--- src/rtl/cdac_pkg.sv ---
// Shared types and constants for the CDAC serial receiver.
// Frame layout is {3'b0, CODE[11:0], 1'b0}, shifted MSB first.
package cdac_pkg;

  localparam int FRAME_BITS = 16;
  localparam int CODE_W     = 12;
  localparam int PAD_HI_W   = 3;
  localparam int CNT_W      = 5;
  localparam int TMO_W      = 12;

  typedef enum logic [2:0] {
    ARM,
    IDLE,
    SHIFT,
    DONE,
    ERR
  } state_t;

  localparam logic [1:0] ERR_NONE  = 2'd0;
  localparam logic [1:0] ERR_SHORT = 2'd1;
  localparam logic [1:0] ERR_FRAME = 2'd2;
  localparam logic [1:0] ERR_TMO   = 2'd3;

  // Pad bits of a complete frame: three zero MSBs and a zero LSB.
  function automatic logic pad_ok(
    input logic [FRAME_BITS-1:0] sr
  );
    return (sr[FRAME_BITS-1 -: PAD_HI_W] == '0) && !sr[0];
  endfunction

endpackage

--- src/rtl/cdac_rx_sync.sv ---
// Synchronizer chains for the CDAC serial link inputs.
// Also produces the SCLK rise strobe and the CS fall strobe.
module cdac_rx_sync #(
  parameter int SYNC_STAGES = 2
) (
  input  logic i_clk,
  input  logic i_sclk,
  input  logic i_sdata,
  input  logic i_cs,
  input  logic i_ena,
  output logic o_sclk_rise,
  output logic o_sdata_s,
  output logic o_cs_s,
  output logic o_ena_s,
  output logic o_cs_fall
);

  // Bit order in each stage: {sclk, sdata, cs, ena}
  logic [3:0] r_sync [SYNC_STAGES];
  logic       r_sclk_d;
  logic       r_cs_d;
  logic [3:0] w_last;

  assign w_last = r_sync[SYNC_STAGES-1];

  // Left unreset so the chain keeps tracking the pins through reset.
  always_ff @(posedge i_clk) begin
    r_sync[0] <= {i_sclk, i_sdata, i_cs, i_ena};
    for (int k = 1; k < SYNC_STAGES; k++)
      r_sync[k] <= r_sync[k-1];
  end

  // One extra delay on synced SCLK and CS for edge detection.
  always_ff @(posedge i_clk) begin
    r_sclk_d <= w_last[3];
    r_cs_d   <= w_last[1];
  end

  assign o_sclk_rise = w_last[3] & ~r_sclk_d;
  assign o_sdata_s   = w_last[2];
  assign o_cs_s      = w_last[1];
  assign o_ena_s     = w_last[0];
  assign o_cs_fall   = ~w_last[1] & r_cs_d;

endmodule

--- src/rtl/cdac_serial_rx.sv ---
// CDAC serial link receiver: oversampled 16-bit deframer.
// Optional CDAC_RX_CMP_EN adds EXP_CODE compare and MISMATCH.
module cdac_serial_rx
  import cdac_pkg::*;
#(
  parameter int SYNC_STAGES = 2,
  parameter int TIMEOUT_CYC = 4095
) (
  input  logic        CLK40,
  input  logic        RST,
  input  logic        SCLK_IN,
  input  logic        SHCK_ENA_IN,
  input  logic        SDATA_IN,
  input  logic        CS_IN,
  input  logic        CLR_ERR,
`ifdef CDAC_RX_CMP_EN
  input  logic [11:0] EXP_CODE,
  output logic        MISMATCH,
`endif
  output logic [11:0] CODE,
  output logic        CODE_VLD,
  output logic        FRAME_ERR,
  output logic [1:0]  ERR_CODE,
  output logic [4:0]  BIT_CNT
);

  localparam logic [TMO_W-1:0] TMO_LIM = TMO_W'(TIMEOUT_CYC);
  localparam logic [CNT_W-1:0] FULL    = CNT_W'(FRAME_BITS);

  logic w_sclk_rise;
  logic w_sdata_s;
  logic w_cs_s;
  logic w_ena_s;
  logic w_cs_fall;
  logic w_shift;

  logic [FRAME_BITS-1:0] w_sr_nx;
  logic [CNT_W-1:0]      w_cnt_nx;

  state_t                r_state;
  logic [FRAME_BITS-1:0] r_sr;
  logic [TMO_W-1:0]      r_tmo;
  logic [1:0]            r_cause;

  cdac_rx_sync #(
    .SYNC_STAGES(SYNC_STAGES)
  ) u_sync (
    .i_clk      (CLK40),
    .i_sclk     (SCLK_IN),
    .i_sdata    (SDATA_IN),
    .i_cs       (CS_IN),
    .i_ena      (SHCK_ENA_IN),
    .o_sclk_rise(w_sclk_rise),
    .o_sdata_s  (w_sdata_s),
    .o_cs_s     (w_cs_s),
    .o_ena_s    (w_ena_s),
    .o_cs_fall  (w_cs_fall)
  );

  assign w_shift = w_sclk_rise & w_ena_s;

  // Shift result of this cycle, so a CS fall sees the same-cycle bit.
  assign w_sr_nx  = w_shift ? {r_sr[FRAME_BITS-2:0], w_sdata_s} : r_sr;
  assign w_cnt_nx = w_shift ? BIT_CNT + 5'd1 : BIT_CNT;

  // Frame FSM with shift register, counters and registered outputs.
  always_ff @(posedge CLK40) begin
    if (RST) begin
      r_state   <= ARM;
      r_sr      <= '0;
      r_tmo     <= '0;
      r_cause   <= ERR_NONE;
      CODE      <= '0;
      CODE_VLD  <= 1'b0;
      FRAME_ERR <= 1'b0;
      ERR_CODE  <= ERR_NONE;
      BIT_CNT   <= '0;
`ifdef CDAC_RX_CMP_EN
      MISMATCH  <= 1'b0;
`endif
    end else begin
      CODE_VLD <= 1'b0;
      if (CLR_ERR) begin
        FRAME_ERR <= 1'b0;
        ERR_CODE  <= ERR_NONE;
      end
      unique case (r_state)
        ARM: begin
          if (!w_cs_s)
            r_state <= IDLE;
        end
        IDLE: begin
          if (w_cs_s) begin
            r_state <= SHIFT;
            r_sr    <= '0;
            BIT_CNT <= '0;
            r_tmo   <= '0;
          end
        end
        SHIFT: begin
          if (w_shift && BIT_CNT == FULL) begin
            r_cause <= ERR_FRAME;
            r_state <= ERR;
          end else begin
            r_sr    <= w_sr_nx;
            BIT_CNT <= w_cnt_nx;
            r_tmo   <= w_shift ? '0 : r_tmo + 1'b1;
            if (w_cs_fall) begin
              if (w_cnt_nx != FULL) begin
                r_cause <= ERR_SHORT;
                r_state <= ERR;
              end else if (pad_ok(w_sr_nx)) begin
                r_state <= DONE;
              end else begin
                r_cause <= ERR_FRAME;
                r_state <= ERR;
              end
            end else if (!w_shift && r_tmo == TMO_LIM) begin
              r_cause <= ERR_TMO;
              r_state <= ERR;
            end
          end
        end
        DONE: begin
          CODE     <= r_sr[CODE_W:1];
          CODE_VLD <= 1'b1;
`ifdef CDAC_RX_CMP_EN
          MISMATCH <= (r_sr[CODE_W:1] != EXP_CODE);
`endif
          r_state  <= IDLE;
        end
        ERR: begin
          FRAME_ERR <= 1'b1;
          ERR_CODE  <= r_cause;
          r_state   <= ARM;
        end
        default: r_state <= ARM;
      endcase
    end
  end

endmodule

--- config.mk ---
export PLATFORM = sky130hd
export DESIGN_NAME = cdac_serial_rx
export DESIGN_NICKNAME = d
export VERILOG_FILES = /design/src/rtl/cdac_pkg.sv /design/src/rtl/cdac_rx_sync.sv /design/src/rtl/cdac_serial_rx.sv
export SDC_FILE = /design/constraint.sdc
export NUM_CORES = 1
export LEC_CHECK = 0
export ABC_CLOCK_PERIOD_IN_PS = 2200
export CAP_MARGIN = 20
export CORE_MARGIN = 2
export CORE_UTILIZATION = 45
export CTS_CLUSTER_SIZE = 28
export DETAILED_ROUTE_END_ITERATION = 8
export DONT_BUFFER_PORTS = 1
export PLACE_DENSITY = 0.64
export SLEW_MARGIN = 20
export SYNTH_ARGS = -nofsm -noshare
export SYNTH_HDL_FRONTEND = slang
export SYNTH_HIERARCHICAL = 1
export SYNTH_SLANG_ARGS = --single-unit
--- constraint.sdc ---
create_clock -name CLK40 -period 2.2 [get_ports CLK40]
set_input_delay 0.22 -clock CLK40 [delete_from_list [all_inputs] [get_ports CLK40]]
set_output_delay 0.22 -clock CLK40 [all_outputs]
set_load 0.01 [all_outputs]
==> metrics <==
outcome completed; CP top delay family simple AND/OR/NAND/NOR gates; GRT overflow 0; die height 80.96 um; Clk Latency, worst-skew pair 350 ps; H-Tree Depth 3; Comb power frac ~4.2%; first-pass GRT wire length 9625 um; Routed WL per cell around 15 um; Switching Share 23.30%; WP data arrival 2210 ps; Syn Nets 310; ratio of cells with drive above 1 in the final layout 11.39%; RSZ-0062 raised after global routing false; final count of pins violating max slew 0; # hold bufs at CTS 5; max_cap viols 0; LEAKAGE 1.068 nW; overall power 2.308 mW; Min Clock Period, post-route 1956 ps; clk_skew around 7.7 ps; Hold/Removal Path Class input port to flip-flop; crit-path cells inv_1 > ha_1 > and4bb_2 > nor3_4 > or3_1 > a211o_1 > o311ai_1; post-synthesis async set-or-reset flop share 0%; IO Pins 28; die width 80.96 um; Worst Setup Start Kind flip-flop; Worst Path Class, Setup flip-flop to flip-flop; main area contributors after synthesis dfxtp_1 (48%), nor2_1 (5.6%), nand2_1 (5.4%); Yosys top cell area share roughly half; non-filler cells in the finished layout around 400; fmax 511.3 MHz; multi-input logic area 1290 um^2; Root Driver clkbuf_8; Slew HR 58.08%; DRT Wirelength 5780 um; pre-CTS WS between 200 and 300 ps; final period utilization 88.89%; Hold Slack between 50 and 60 ps; switching pwr approximately 540 uW; via count 2200; Post-synth top flop dfxtp_1; Cell Area, Synth about 2700 um^2; Final Hold Viols 0; CTS Buf Count 9; Largest stage delay, worst path 530 ps; # fillers 569; commonest non-fill, non-tap cell in the layout dfxtp_1; CP required between 2000 and 2500 ps; via density per instance about 5.6; Core Box Area roughly 5800 um^2; area leader, netlist dfxtp_1; Synth Area per Inst 8.884 um^2; antenna diode count 0; Total Routing Usage GR between 10% and 20%; die area 6554 um^2; antenna violations before repair 0; TritonCTS clock tree yes; vias in the first global route just over 2000; Mapped Cells 300; commonest cells after routing, fill and taps aside dfxtp_1 (64), nor2_1 (40), nand2_1 (38); post-route setup slack around 240 ps; Pint 1.770 mW; count of input and output buffers 0; fraction of the yosys area taken by sequential cells 48.08%; Seq cells post-synth 64; drc violations 0; Initial Utilization 45.83%; CP Max Fanout 12; DR pass1 iterations 4; clock network power share between 40 and 50%; number of enable flip-flop cells after synthesis 0; worst vdd ir 0.3840 mV; Total Nets Final 321; post-route ant nets 0; Final HPWL DP around 3800 um; FF/Latch Area 1281 um^2; CP max stage cell or3_1; setup_tns 0 ps; Pwr Density roughly 760 nW/um^2; area delta synth->final 13.76%; CP Capture Type flip-flop; final instance area 3032 um^2; Cell variety after synth 53; sequential share of power 51.4%; post-layout util 52.13%; post-CTS sizing 0; RePlAce Congestion 0.8705; final setup violation count 0; Rows 28; CTS Sinks 64; largest net degree at the start of global routing 39; Clock Path Buffers 2; Buf/Inv on CP 1; total placed cells including tap cells 370; Iteration-0 DRC Markers 168; number of post-CTS setup repair buffers 0; Synth warnings 6; Clock Pin Slew Worst Setup and Hold Paths 70 ps; Slew @ Worst Pin 623.0 ps; placed cell area 2774 um^2
## registers in the layout, summed over array words and instances (netlist names)
signal	count
u_sync/r_cs_d	1
r_tmo	12
r_sr	16
FRAME_ERR	1
BIT_CNT	5
CODE	12
u_sync/r_sclk_d	1
r_cause	2
r_state	3
u_sync/r_sync	8
ERR_CODE	2
CODE_VLD	1
## layer usage
layer | up-vias | GRT usage, % | part of all wire [%]
li1 | 1091 | - | -
met1 | 1031 | 26.35 | 47
met2 | 64 | 27.27 | 43
met3 | 14 | 4.778 | 7.0
met4 | 0 | 11.02 | 2.2
met5 | - | 0 | 0
## synth_stat cells (3+ instances only)
cell / count
xor2_1: 5
nor3b_1: 5
a21oi_1: 22
ha_1: 3
buf_2: 5
nor2_1: 40
a211o_1: 3
o21ai_0: 4
clkbuf_1: 9
o2111ai_1: 3
dfxtp_1: 64
o31ai_1: 3
inv_1: 7
nand2_1: 38
a21o_1: 3
xnor2_1: 4
a211oi_1: 4
nand4b_1: 3
a22oi_1: 17
nand3_1: 9
and3_1: 5
nor3_1: 4
## logic make-up (layout without fill, tap and decap cells)
family / after synthesis / in the layout / share of synthesized area, %
AND/OR/NAND/NOR: 126 / 126 / 24.09
AO/OA/AOI/OAI: 74 / 74 / 19.58
flip-flops: 64 / 64 / 48.08
buffers and inverters: 23 / 39 / 3.521
XOR/XNOR: 9 / 9 / 2.958
adder cells (fa/ha/maj): 3 / 3 / 1.409
multiplexers: 1 / 1 / 0.3756
## power by group through the flow
stage	logic (mW)	clock network (mW)	registers, mW
after floorplan	0.0702	0	1.21
after global placement	0.0755	0	1.21
after detailed placement	0.0760	0	1.21
after CTS	0.0964	1.04	1.19
after global routing	0.107	1.09	1.19
final	0.0962	1.02	1.19
## worst register-to-register path, stage by stage (launching register included)
cell and delay [ps]:
dfxtp_1 310, inv_1 80, ha_1 180, and4bb_2 290
nor3_4 60, or3_1 530, a211o_1 340, o311ai_1 70
## worst paths after layout
check / start / endpoint / slack (ps) / depth (start not counted)
setup reg to reg: BIT_CNT[0]$_SDFFE_PP0P_ / r_tmo[6]$_SDFFE_PP0P_ / 240 / 7
setup / recovery: BIT_CNT[0]$_SDFFE_PP0P_ / r_tmo[6]$_SDFFE_PP0P_ / 240 / 7
hold reg to reg: u_sync/r_sync[0][0]$_DFF_P_ / u_sync/r_sync[0][4]$_DFF_P_ / 330 / 0
hold / removal: RST / r_cause[1]$_SDFFE_PP0P_ / 50 / 2
## cell type report
cell class              count  share of cell area [%]
multi-input cells         213                   42.55
flip-flops and latches     64                   42.26
clock buffers              12                   4.787
repair buffers             16                   4.705
well taps                  75                   3.095
clock inverters             4                   1.733
inverters                   7                  0.8667
Power figures use the tool's default switching activity.
